File: config.mk
export PLATFORM = sky130hd
export DESIGN_NAME = timer_regs_flat
export DESIGN_NICKNAME = d
export VERILOG_FILES = /design/src/rtl/timer_regs_pkg.sv /design/src/rtl/timer_regs_if.sv /design/src/rtl/timer_backlog.sv /design/src/rtl/timer_regs.sv /design/src/flat_wrapper.sv
export SDC_FILE = /design/constraint.sdc
export NUM_CORES = 1
export LEC_CHECK = 0
export ABC_AREA = 1
export BUFFER_PORTS_ARGS = -buffer_cell sky130_fd_sc_hd__buf_2
export CAP_MARGIN = 20
export CORE_MARGIN = 5
export CORE_UTILIZATION = 52
export CTS_CLUSTER_SIZE = 25
export DETAILED_ROUTE_END_ITERATION = 8
export PLACE_DENSITY = 0.76
export SYNTH_ARGS = -nofsm -noshare
export SYNTH_HDL_FRONTEND = slang
export SYNTH_SLANG_ARGS = --single-unit
File: constraint.sdc
create_clock -name iClock -period 2.05 [get_ports iClock]
set_input_delay 0.5125 -clock iClock [delete_from_list [all_inputs] [get_ports iClock]]
set_output_delay 0.5125 -clock iClock [all_outputs]
set_load 0.03 [all_outputs]
File: src/rtl/timer_regs_pkg.sv
// Shared constants and types for the DMG timer register block.
// Register offsets, TAC fields, tap selects and FSM states.
package timer_regs_pkg;

  localparam logic [1:0] REG_DIV  = 2'd0;
  localparam logic [1:0] REG_TIMA = 2'd1;
  localparam logic [1:0] REG_TMA  = 2'd2;
  localparam logic [1:0] REG_TAC  = 2'd3;

  localparam int TAC_W      = 3;
  localparam int TAC_EN_BIT = 2;

  localparam logic [1:0] TAP_BIT9 = 2'b00;
  localparam logic [1:0] TAP_BIT3 = 2'b01;
  localparam logic [1:0] TAP_BIT5 = 2'b10;
  localparam logic [1:0] TAP_BIT7 = 2'b11;

  localparam logic [15:0] SYS_STEP   = 16'd4;
  localparam logic [7:0]  IRQ_VECTOR = 8'h50;

  typedef enum logic {
    ST_RUN = 1'b0,
    ST_OVF = 1'b1
  } state_t;

  function automatic logic tapBit(
    input logic [15:0] cnt,
    input logic [1:0]  sel
  );
    logic b;
    b = 1'b0;
    unique case (sel)
      TAP_BIT9: b = cnt[9];
      TAP_BIT3: b = cnt[3];
      TAP_BIT5: b = cnt[5];
      TAP_BIT7: b = cnt[7];
    endcase
    return b;
  endfunction

endpackage

File: src/rtl/timer_regs_if.sv
// CPU-side bus of the timer block: retire strobe with cycle count,
// register write strobe/select/data and combinational read data.
interface timer_regs_if;
  logic       iTick;
  logic [2:0] iMCycles;
  logic       iWe;
  logic [1:0] iAddr;
  logic [7:0] iData;
  logic [7:0] oData;

  modport master (
    output iTick, iMCycles, iWe, iAddr, iData,
    input  oData
  );

  modport slave (
    input  iTick, iMCycles, iWe, iAddr, iData,
    output oData
  );
endinterface

File: src/rtl/timer_backlog.sv
// Pending M-cycle backlog: accumulates retired cycle counts and
// drains one per clock (oStep); saturates and flags sticky oOverrun.
module timer_backlog #(
  parameter int PENDING_W = 4
) (
  input  logic       iClock,
  input  logic       iReset,
  input  logic       iTick,
  input  logic [2:0] iMCycles,
  output logic       oStep,
  output logic       oOverrun
);

  localparam int SW = PENDING_W + 1;
  localparam logic [SW-1:0] MAXV =
    {1'b0, {PENDING_W{1'b1}}};

  logic [PENDING_W-1:0] rPending;
  logic [SW-1:0]        sum;
  logic [SW-1:0]        add;
  logic                 sat;

  always_comb begin
    oStep = (rPending != '0);
    add   = iTick ? SW'(iMCycles) : '0;
    sum   = {1'b0, rPending} + add - SW'(oStep);
    sat   = (sum > MAXV);
  end

  always_ff @(posedge iClock) begin
    if (iReset) begin
      rPending <= '0;
      oOverrun <= 1'b0;
    end else begin
      if (sat) begin
        rPending <= MAXV[PENDING_W-1:0];
        oOverrun <= 1'b1;
      end else begin
        rPending <= sum[PENDING_W-1:0];
      end
    end
  end

endmodule

File: src/rtl/timer_regs.sv
// DMG timer registers (DIV/TIMA/TMA/TAC) driven by retired M-cycles;
// ports: iClock, iReset, bus (slave), oInterrupt0x50, oOverrun, oDiv.
module timer_regs
  import timer_regs_pkg::*;
#(
  parameter int         PENDING_W = 4,
  parameter logic [7:0] TMA_RESET = 8'h00
) (
  input  logic         iClock,
  input  logic         iReset,
  timer_regs_if.slave  bus,
  output logic         oInterrupt0x50,
  output logic         oOverrun,
  output logic [7:0]   oDiv
);

  logic [15:0]      rSysCnt;
  logic [7:0]       rTima;
  logic [7:0]       rTma;
  logic [TAC_W-1:0] rTac;
  logic             rTinD;
  logic             rIrq;
  state_t           state;
  state_t           stateNext;
  logic [7:0]       timaNext;
  logic             irqNext;

  logic step;
  logic tin;
  logic incr;
  logic wrDiv;
  logic wrTima;
  logic wrTma;
  logic wrTac;

  timer_backlog #(
    .PENDING_W (PENDING_W)
  ) uBacklog (
    .iClock   (iClock),
    .iReset   (iReset),
    .iTick    (bus.iTick),
    .iMCycles (bus.iMCycles),
    .oStep    (step),
    .oOverrun (oOverrun)
  );

  always_comb begin
    wrDiv  = bus.iWe && (bus.iAddr == REG_DIV);
    wrTima = bus.iWe && (bus.iAddr == REG_TIMA);
    wrTma  = bus.iWe && (bus.iAddr == REG_TMA);
    wrTac  = bus.iWe && (bus.iAddr == REG_TAC);
  end

  // Falling edge of the gated tap; any cause of the edge counts.
  always_comb begin
    tin  = rTac[TAC_EN_BIT] &
           tapBit(rSysCnt, rTac[1:0]);
    incr = rTinD & ~tin;
  end

  always_comb begin
    stateNext = state;
    timaNext  = rTima;
    irqNext   = 1'b0;
    unique case (state)
      ST_RUN: begin
        if (wrTima) begin
          timaNext = bus.iData;
        end else if (incr) begin
          if (rTima == 8'hFF) begin
            timaNext  = 8'h00;
            stateNext = ST_OVF;
          end else begin
            timaNext = rTima + 8'd1;
          end
        end
      end
      ST_OVF: begin
        if (wrTima) begin
          timaNext  = bus.iData;
          stateNext = ST_RUN;
        end else if (step) begin
          // A same-clock TMA write is what gets reloaded.
          timaNext  = wrTma ? bus.iData : rTma;
          irqNext   = 1'b1;
          stateNext = ST_RUN;
        end else if (incr) begin
          timaNext = rTima + 8'd1;
        end
      end
    endcase
  end

  always_ff @(posedge iClock) begin
    if (iReset) begin
      state   <= ST_RUN;
      rSysCnt <= 16'h0000;
      rTima   <= 8'h00;
      rTma    <= TMA_RESET;
      rTac    <= '0;
      rTinD   <= 1'b0;
      rIrq    <= 1'b0;
    end else begin
      state <= stateNext;
      rTima <= timaNext;
      rIrq  <= irqNext;
      rTinD <= tin;
      if (wrDiv) begin
        rSysCnt <= 16'h0000;
      end else if (step) begin
        rSysCnt <= rSysCnt + SYS_STEP;
      end
      if (wrTma) begin
        rTma <= bus.iData;
      end
      if (wrTac) begin
        rTac <= bus.iData[TAC_W-1:0];
      end
    end
  end

  always_comb begin
    bus.oData = 8'h00;
    unique case (1'b1)
      bus.iAddr == REG_DIV:  bus.oData = rSysCnt[15:8];
      bus.iAddr == REG_TIMA: bus.oData = rTima;
      bus.iAddr == REG_TMA:  bus.oData = rTma;
      bus.iAddr == REG_TAC:  bus.oData = {5'b11111, rTac};
    endcase
  end

  assign oDiv           = rSysCnt[15:8];
  assign oInterrupt0x50 = rIrq;

endmodule

File: src/flat_wrapper.sv
// flat-port wrapper written by rule: the top's interface ports become plain ports
module timer_regs_flat import timer_regs_pkg::*;
#(
  parameter int         PENDING_W = 4,
  parameter logic [7:0] TMA_RESET = 8'h00
)
  (iClock, iReset, oInterrupt0x50, oOverrun, oDiv, bus_iTick, bus_iMCycles, bus_iWe, bus_iAddr, bus_iData, bus_oData);
  timer_regs_if bus_i ();
  input  logic iClock;
  input  logic iReset;
  output logic oInterrupt0x50;
  output logic oOverrun;
  output logic [7:0] oDiv;
  input wire logic [$bits(bus_i.iTick)-1:0] bus_iTick;
  input wire logic [$bits(bus_i.iMCycles)-1:0] bus_iMCycles;
  input wire logic [$bits(bus_i.iWe)-1:0] bus_iWe;
  input wire logic [$bits(bus_i.iAddr)-1:0] bus_iAddr;
  input wire logic [$bits(bus_i.iData)-1:0] bus_iData;
  output wire logic [$bits(bus_i.oData)-1:0] bus_oData;
  assign bus_i.iTick = bus_iTick;
  assign bus_i.iMCycles = bus_iMCycles;
  assign bus_i.iWe = bus_iWe;
  assign bus_i.iAddr = bus_iAddr;
  assign bus_i.iData = bus_iData;
  assign bus_oData = bus_i.oData;
  timer_regs #(.PENDING_W(PENDING_W), .TMA_RESET(TMA_RESET)) u_core (.iClock(iClock), .iReset(iReset), .bus(bus_i), .oInterrupt0x50(oInterrupt0x50), .oOverrun(oOverrun), .oDiv(oDiv));
endmodule
-- Word-level counts from Yosys, hierarchy flattened
Cells that the tools add are included.
- add/sub/neg operators: 4
- $lt $le $gt $ge: 1
- equality and inequality tests: 9
- multiplexer cells: 19
- bitwise logic cells: 4
- reductions and logical operators: 10
- operator list (kind ; count):
    8-bit 2-to-1 mux ; 7
    8-bit case mux with 4 select lines ; 1
    16-bit by 3-bit adder with 16-bit output (second input constant) ; 1
    8-bit case mux with 2 select lines ; 1
    8-bit by 1-bit adder with 8-bit output (second input constant) ; 1
    2-bit == test (second input constant) ; 4
    8-bit == test (second input constant) ; 1
    1-bit 2-to-1 mux ; 6
    4-bit by 3-bit adder with 5-bit output ; 1
    5-bit by 4-bit > comparator with 1-bit output (second input constant) ; 1
    5-bit by 1-bit subtractor with 5-bit output ; 1
    2-bit by 1-bit == test with 1-bit output (second input constant) ; 2
    1-bit logical AND ; 4
    2-bit logical NOT ; 2
    4-bit 2-to-1 mux ; 1
    4-bit != test (second input constant) ; 1
    1-bit case mux with 4 select lines ; 1
    4-bit nonzero test ; 1
    3-bit 2-to-1 mux ; 1
    3-bit by 1-bit != test with 1-bit output (second input constant) ; 1
    3-bit OR reduction ; 1
    1-bit AND ; 2
    1-bit inverter ; 2
    1-bit case mux with 2 select lines ; 1
    2 further kinds ; 2
- register bits after elaboration: 43
- input port bits: 17
- output and inout bits: 18
- word-level logic and storage cells: 56

-- Depth between registers and ports, before layout
Gate-level depths: netlist of the first run.
- depth after elaboration: 9
- depth in mapped cells: 13
- depth with buffers taken out: 13

-- Cells and area by module
A second synthesis of the first run with hierarchy kept.
- cells, all modules: 365
- area total of the unflattened synthesis: 2488.6 um^2
- modules (own cells, without submodules) (module ; times used ; cells each ; area each (um^2) ; sequential area each (um^2)):
    timer_regs ; 1 ; 300 ; 2037.0 ; 720.7
    timer_backlog ; 1 ; 65 ; 451.7 ; 100.1

-- Least setup slack after synthesis of the first run
OpenSTA, ideal clock, no wires.
- path type: input port to output port
- start: in bus_iAddr[1]
- end: out bus_oData[2]
- arrival time: 1.652 ns
- data required time: 1.537 ns
- setup slack: -0.114 ns
- cell stages on the path: 4
- buffers on the path: 1
- path through: buf_6 nor2_2 inv_1 o21ai_0
- cells in the longest elaborated chain, start to end: 2
- elaborated cells between the ends (all ways): 5
- those cells by class: 3 x eq/ne; 1 x mux; 1 x reduce/logical
- ends and longest elaborated chain (item ; RTL line ; RTL):
    from (decl) ; flat_wrapper.sv:17 ; input wire logic [$bits(bus_i.iAddr)-1:0] bus_iAddr;
    2-bit == test, or another cell as far along ; timer_regs.sv:128 ; bus.iAddr == REG_TAC: bus.oData = {5'b11111, rTac};
    8-bit case mux with 4 select lines (*) ; timer_regs.sv:124 ; unique case (1'b1)
    to (decl) ; flat_wrapper.sv:19 ; output wire logic [$bits(bus_i.oData)-1:0] bus_oData;
Mark *: on every way between the ends. The rest lies on a longest branch, timed or not.

-- Worst setup path after layout of the first run
Same ends and word-level chain as after synthesis.

==> results of run 1 <==
==> state kept, by name, summed over array words and instances (netlist names) <==
| name | count |
|---|---|
| u_core.rSysCnt | 14 |
| u_core.uBacklog.rPending | 4 |
| u_core.rTima | 8 |
| u_core.state | 1 |
| u_core.rTinD | 1 |
| u_core.oInterrupt0x50 | 1 |
| u_core.rTma | 8 |
| u_core.uBacklog.oOverrun | 1 |
| u_core.rTac | 3 |
==> worst max-delay path, stage by stage <==
cell	delay, ns
buf_2	0.15
inv_4	0.06
nand2_1	0.17
inv_1	0.10
a21oi_1	0.17
o21ai_1	0.08
buf_2	0.18
==> cells by family (layout without fill, tap and decap cells) <==
| kind of cell | Yosys count | after routing | share of synthesized area |
|---|---|---|---|
| AO/OA/AOI/OAI | 50 | 50 | 0.1110 |
| XOR/XNOR | 6 | 6 | 0.01967 |
| adder cells (fa/ha/maj) | 9 | 9 | 0.04497 |
| buffers and inverters | 87 | 121 | 0.1536 |
| flip-flops | 41 | 41 | 0.3073 |
| AND/OR/NAND/NOR | 218 | 218 | 0.3635 |
==> metrics by stage <==
stage                     hold slack (ns)  std cells  power [mW]  area [µm²]     TNS, ns
after floorplan                    0.4387        411       1.686        2684           0
after global placement             0.4625        507       1.911        2868  -0.0003111
after detailed placement           0.4626        507       1.940        2868     -0.1717
after CTS                          0.4787        515       2.611        2983           0
after global routing               0.5193        515       2.813        2993  -0.0005007
final                              0.4797        515       2.611        2993           0
==> power groups by stage <==
stage,combinational (mW),clock [mW],sequential (mW)
3_5_place_dp,0.968,0,0.972
5_1_grt,1.12,0.717,0.979
4_1_cts,0.976,0.682,0.954
2_1_floorplan,0.711,0,0.975
6_report,0.974,0.671,0.966
3_3_place_gp,0.941,0,0.970
==> final timing paths <==
path	startpoint	end	slack [ns]	cells after the start
setup reg to reg	u_core.uBacklog.rPending[3]$_SDFF_PP0_	u_core.uBacklog.rPending[0]$_SDFF_PP0_	0.17	13
hold reg to reg	u_core.rTac[2]$_SDFFE_PP0P_	u_core.rTac[2]$_SDFFE_PP0P_	0.48	2
hold / removal	u_core.rTac[2]$_SDFFE_PP0P_	u_core.rTac[2]$_SDFFE_PP0P_	0.48	2
setup / recovery	bus_iAddr[1]	bus_oData[2]	0.10	7
==> cell type report <==
class / count / share of cell area
clock buffer: 5 / 0.02299
clock inverter: 3 / 0.01547
inverter: 69 / 0.08737
multi-input combinational: 283 / 0.4870
sequential: 41 / 0.2759
tap: 70 / 0.02926
timing repair buffer: 44 / 0.08194
==> timing repair <==
action | CTS | global route
setup endpoints to repair | 0 | 4
endpoints found under the hold margin | 0 | 0
gates resized for setup | 0 | 5
setup buffers | 0 | 0
==> per-layer routing <==
metal	track usage	share of wire	vias up	wire length (µm)
li1	-	-	1349	-
met1	0.2478	0.45	1221	2762
met2	0.3290	0.49	54	3029
met3	0.04386	0.041	12	256
met4	0.06645	0.021	0	132
met5	0	0	-	0
==> layout by cell type (no fill, tap or decap), types with 2 or more instances in the layout <==
cell type  Yosys  final
nand2_1       99     98
inv_1         62     62
nor2_1        59     58
dfxtp_1       41     39
nand3_1       37     37
buf_2          1     34
a21oi_1       23     23
o21ai_0       16     15
buf_4         11     10
nand2_2        6      7
ha_1           8      7
inv_2          6      6
o221ai_1       5      5
clkbuf_8       0      5
nand4_1        4      4
nand3_4        3      3
xor2_1         4      3
nor2_2         1      2
nor2_4         2      2
o2111ai_1      2      2
nand3b_1       2      2
xnor2_1        2      2
nor3_1         2      2
==> results.json, run 1 <==
{
  "core_um2": 5042,
  "crit_type": "in -> out",
  "finalHoldViolations": 0,
  "cts_tree": "yes",
  "htreeDepth": 2,
  "synth_nets": 437,
  "synth.distinct_cells": 35,
  "wire_per_inst_um": 12.00,
  "clk_path_buf_depth": 2,
  "p_per_area_nw_per_um2": 872.3,
  "diodes": 0,
  "final_core_util": 0.5935,
  "pre_cts_slack_ns": -0.04606,
  "fillCellCount": 510,
  "period_needed_ns": 1.947,
  "slew_violations": 0,
  "vias_per_cell": 5.118,
  "ys.flop_type": "dfxtp_1",
  "clock_sinks": 41,
  "path_clk_slew_ns": 0.09,
  "synthCells": 411,
  "dr_total_vias": 2636,
  "p_int_mw": 1.661,
  "postSynthAreaPerCell_um2": 6.500,
  "numPortBuffers": 34,
  "grt-ovfl-total": 0,
  "tightest_slew_ns": 0.4771,
  "switching_share": 0.3637,
  "relSlewSlack": 0.6816,
  "dieArea_um2": 6671,
  "grt_start_max_net_pins": 17,
  "start_util": 0.5298,
  "path_max_fanout": 6,
  "yosys_warnings": 0,
  "fin_ws_ns": 0.1026,
  "drv_cap": 0,
  "synthTopCellsByArea": "dfxtp_1 (31%), nand2_1 (14%), inv_1 (8.7%)",
  "multi_input_area_um2": 1458,
  "synth_seq_cells": 41,
  "outcome": "completed",
  "async_reset_ff_frac": 0,
  "synth.yosys.seq_area_share": 0.3073,
  "p_clk_frac": 0.257,
  "synth_edf_count": 0,
  "arrival_ns": 1.43,
  "combPwrFrac": 0.373,
  "yosys-top-cells-count": "nand2_1 (99), inv_1 (62), nor2_1 (59)",
  "ff_latch_area_um2": 825.8,
  "grt_pass1_vias": 2336,
  "clkLatencyLatePin_ns": 0.30,
  "p_leak_nw": 1.439,
  "grt_usage": 0.1960,
  "die_w_um": 81.68,
  "antenna_left": 0,
  "end_kind": "primary output",
  "synth_area_um2": 2671,
  "gp_congestion": 0.8489,
  "setup_viol": 0,
  "cts_buffers": 5,
  "firstDrtPassIters": 4,
  "crit_required_ns": 1.54,
  "pwr-share-seq": 0.370,
  "row_count": 26,
  "fmax_mhz": 513.5,
  "synth_area_leader_cell": "dfxtp_1",
  "area.growth.synth_to_final_pct": 12.04,
  "clockRootBuffer": "clkbuf_8",
  "yosys.area.top_type_share": 0.3073,
  "die_h_um": 81.68,
  "drt_wl_total_mm": 6.180,
  "fin_nets": 470,
  "antenna_found_initial": 0,
  "peakVddDrop_uv": 409.2,
  "start_kind": "primary input",
  "hp-class": "reg -> reg",
  "hpwl_mm": 4.833,
  "io_pins": 35,
  "p_switching_mw": 0.9496,
  "drc": 0,
  "ctsHoldBuffers": 0,
  "drtIter0Drc": 114,
  "skew_ns": 0.01058,
  "drive_above_1_share": 0.1820,
  "fin_crit_sh": 0.9499,
  "grt_pass1_wl_mm": 10.16,
  "yosysMostFrequentCell": "nand2_1"
}
(Power assumes the default switching activity.)
==> run 2: changes to the inputs <==
- CORE_UTILIZATION: 52 -> 58
- GPL_TIMING_DRIVEN: unset -> 0
- PLACE_DENSITY: 0.76 -> 0.8
- clock period: 2.05 -> 1.9 ns (I/O delays scaled with it)
==> run 2 against run 1 <==
  * Sequential power is 11% higher
  * Critical path depth shrank 2
  * Sequential cell count is the same
  * Combinational power up 36%
  * First-iteration DRC count is 92% higher
  * Via count grew 3.3%
  * Count of clock-buffer cells in the layout grew 2
  * Global-route usage is 3.2 points higher
  * Highest routed layer unchanged
==> results.json, run 2 (synthesis gave the netlist of run 1 again) <==
{
  "grt-ovfl-total": 0,
  "grt_usage": 0.2280,
  "antenna_found_initial": 0,
  "die_h_um": 77.87,
  "p_leak_nw": 1.551,
  "dr_total_vias": 2724,
  "grt_pass1_wl_mm": 11.33,
  "drt_wl_total_mm": 6.714,
  "firstDrtPassIters": 4,
  "cts_tree": "yes",
  "clk_path_buf_depth": 2,
  "cpPeakStageDelay_ns": 0.30,
  "tightest_slew_ns": 0.5246,
  "drive_above_1_share": 0.2495,
  "use_met1": 0.2955,
  "htreeDepth": 2,
  "crit_type": "in -> out",
  "clkLatencyLatePin_ns": 0.29,
  "reg2reg_to": "u_core.uBacklog.rPending[1]$_SDFF_PP0_",
  "core_um2": 4414,
  "clock_sinks": 41,
  "holdPathEnd": "u_core.uBacklog.rPending[3]$_SDFF_PP0_",
  "top_usage_layer": "met2",
  "rr_startpoint": "u_core.uBacklog.rPending[0]$_SDFF_PP0_",
  "fin_crit_sh": 0.9994,
  "rsz0062_at_grt": "yes",
  "drv_cap": 0,
  "diodes": 0,
  "grt_use_met3": 0.04051,
  "met2_usage": 0.3740,
  "combPwrFrac": 0.444,
  "rr_worst_depth": 13,
  "final_common_cell": "nand2_1",
  "wire_per_inst_um": 13.09,
  "crit_chain": "clkbuf_4 > buf_6 > o21ai_0 > o221ai_2 > buf_4",
  "p_clk_frac": 0.195,
  "pwr-share-seq": 0.361,
  "hold_depth": 2,
  "reg_top3": "u_core.rSysCnt x14, u_core.rTima x8, u_core.rTma x8",
  "die_w_um": 77.87,
  "skew_ns": 0.008382,
  "path_max_fanout": 5,
  "start_util": 0.6052,
  "drtIter0Drc": 219,
  "fin_tns_setup_ns": 0,
  "setup_viol": 0,
  "start_kind": "primary input",
  "period_needed_ns": 1.899,
  "total_power_mw": 2.971,
  "relSlewSlack": 0.6503,
  "top_register": "u_core.rSysCnt",
  "hp-class": "in -> reg",
  "peakVddDrop_uv": 1122,
  "arrival_ns": 1.42,
  "crit_required_ns": 1.42,
  "io_pins": 35,
  "largest_reg_flops": 14,
  "fin_nets": 487,
  "p_switching_mw": 1.137,
  "row_count": 24,
  "dieArea_um2": 6063,
  "clockRootBuffer": "clkbuf_8",
  "hpwl_mm": 4.915,
  "outcome": "completed",
  "drc": 0,
  "path_clk_slew_ns": 0.07,
  "antenna_left": 0,
  "p_per_area_nw_per_um2": 910.0,
  "p_int_mw": 1.834,
  "area.growth.synth_to_final_pct": 22.20,
  "fmax_mhz": 526.6,
  "cts_buffers": 5,
  "layout_common_cells": "nand2_1 (93), inv_1 (59), nor2_1 (56), dfxtp_1 (37), nand3_1 (35)",
  "hold_start": "iReset",
  "slew_violations": 0,
  "slowest_stage": "o21ai_0",
  "grt_pass1_vias": 2557,
  "numPortBuffers": 33,
  "end_kind": "primary output",
  "finalHoldViolations": 0,
  "vias_per_cell": 5.310,
  "grt_start_max_net_pins": 12,
  "switching_share": 0.3826,
  "gp_congestion": 0.8892,
  "regToRegSetupSlack_ns": 0.03
}
[run 2: cell count changes in the layout (fill, tap and decap cells not counted), sizes merged]
cell	previous run	this run
buf	44	58
clkbuf	5	10
clkinv	1	0
clkinvlp	1	0
bufinv	1	0
[run 2: critical path: cells and delay by family]
family	cells	cell delay, ns
AOI/OAI and AO/OA	2	0.45
buffers and inverters	3	0.49
[run 2: power groups by stage]
stage	sequential [mW]	clock, mW	combinational (mW)
after floorplan	1.06	0	0.814
after global placement	1.05	0	1.01
after detailed placement	1.05	0	1.05
after CTS	1.04	0.588	1.19
after global routing	1.09	0.624	1.51
final	1.07	0.579	1.32
[run 2: timing repair]
item	in CTS	in global routing
buffers inserted	5	6
cloned	0	1
gates resized for setup	14	37
setup endpoints to repair	13	13
hold buffers	0	0
pin swaps	5	9
[run 2: worst max-delay path by stage]
stage | startpoint | endpoint | slack [ns] | cells after the start
finish | bus_iAddr[0] | bus_oData[6] | 0.001 | 5
global placement | u_core.uBacklog.rPending[3]$_SDFF_PP0_ | u_core.uBacklog.rPending[2]$_SDFF_PP0_ | -0.20 | 13
floorplan | u_core.uBacklog.rPending[3]$_SDFF_PP0_ | u_core.uBacklog.rPending[0]$_SDFF_PP0_ | -0.05 | 13
CTS | bus_iAddr[0] | bus_oData[0] | 0.002 | 7
global route | u_core.uBacklog.rPending[0]$_SDFF_PP0_ | u_core.uBacklog.rPending[1]$_SDFF_PP0_ | -0.11 | 12
detailed placement | u_core.uBacklog.rPending[3]$_SDFF_PP0_ | u_core.uBacklog.rPending[1]$_SDFF_PP0_ | -0.24 | 13
[run 2: per-stage QoR]
| step | setup WS, ns | cells | utilization | hold slack [ns] | cell area [µm²] |
|---|---|---|---|---|---|
| floorplan | -0.05124 | 411 | - | 0.4387 | 2713 |
| global placement | -0.1959 | 496 | 0.6667 | 0.4547 | 2943 |
| detailed placement | -0.2390 | 496 | 0.6667 | 0.4617 | 2943 |
| CTS | 0.001650 | 507 | 0.7038 | 0.4033 | 3107 |
| global route | -0.1096 | 513 | 0.7395 | 0.4194 | 3264 |
| finish | 0.001079 | 513 | 0.7395 | 0.4083 | 3264 |
[run 2: final cells by class]
| type | instances | area [µm²] |
|---|---|---|
| Timing Repair Buffer | 45 | 279.0 |
| Fill cell | 375 | 1150 |
| Buffer | 16 | 137.6 |
| Tap cell | 52 | 65.06 |
| Multi-Input combinational cell | 283 | 1602 |
| Inverter | 69 | 264.0 |
| Sequential cell | 41 | 830.8 |
| Clock buffer | 7 | 86.33 |
[run 2: metal layers]
layer,vias up,part of all wire
met5,-,0
met4,0,0.024
met3,15,0.061
met2,98,0.47
met1,1230,0.44
li1,1381,-
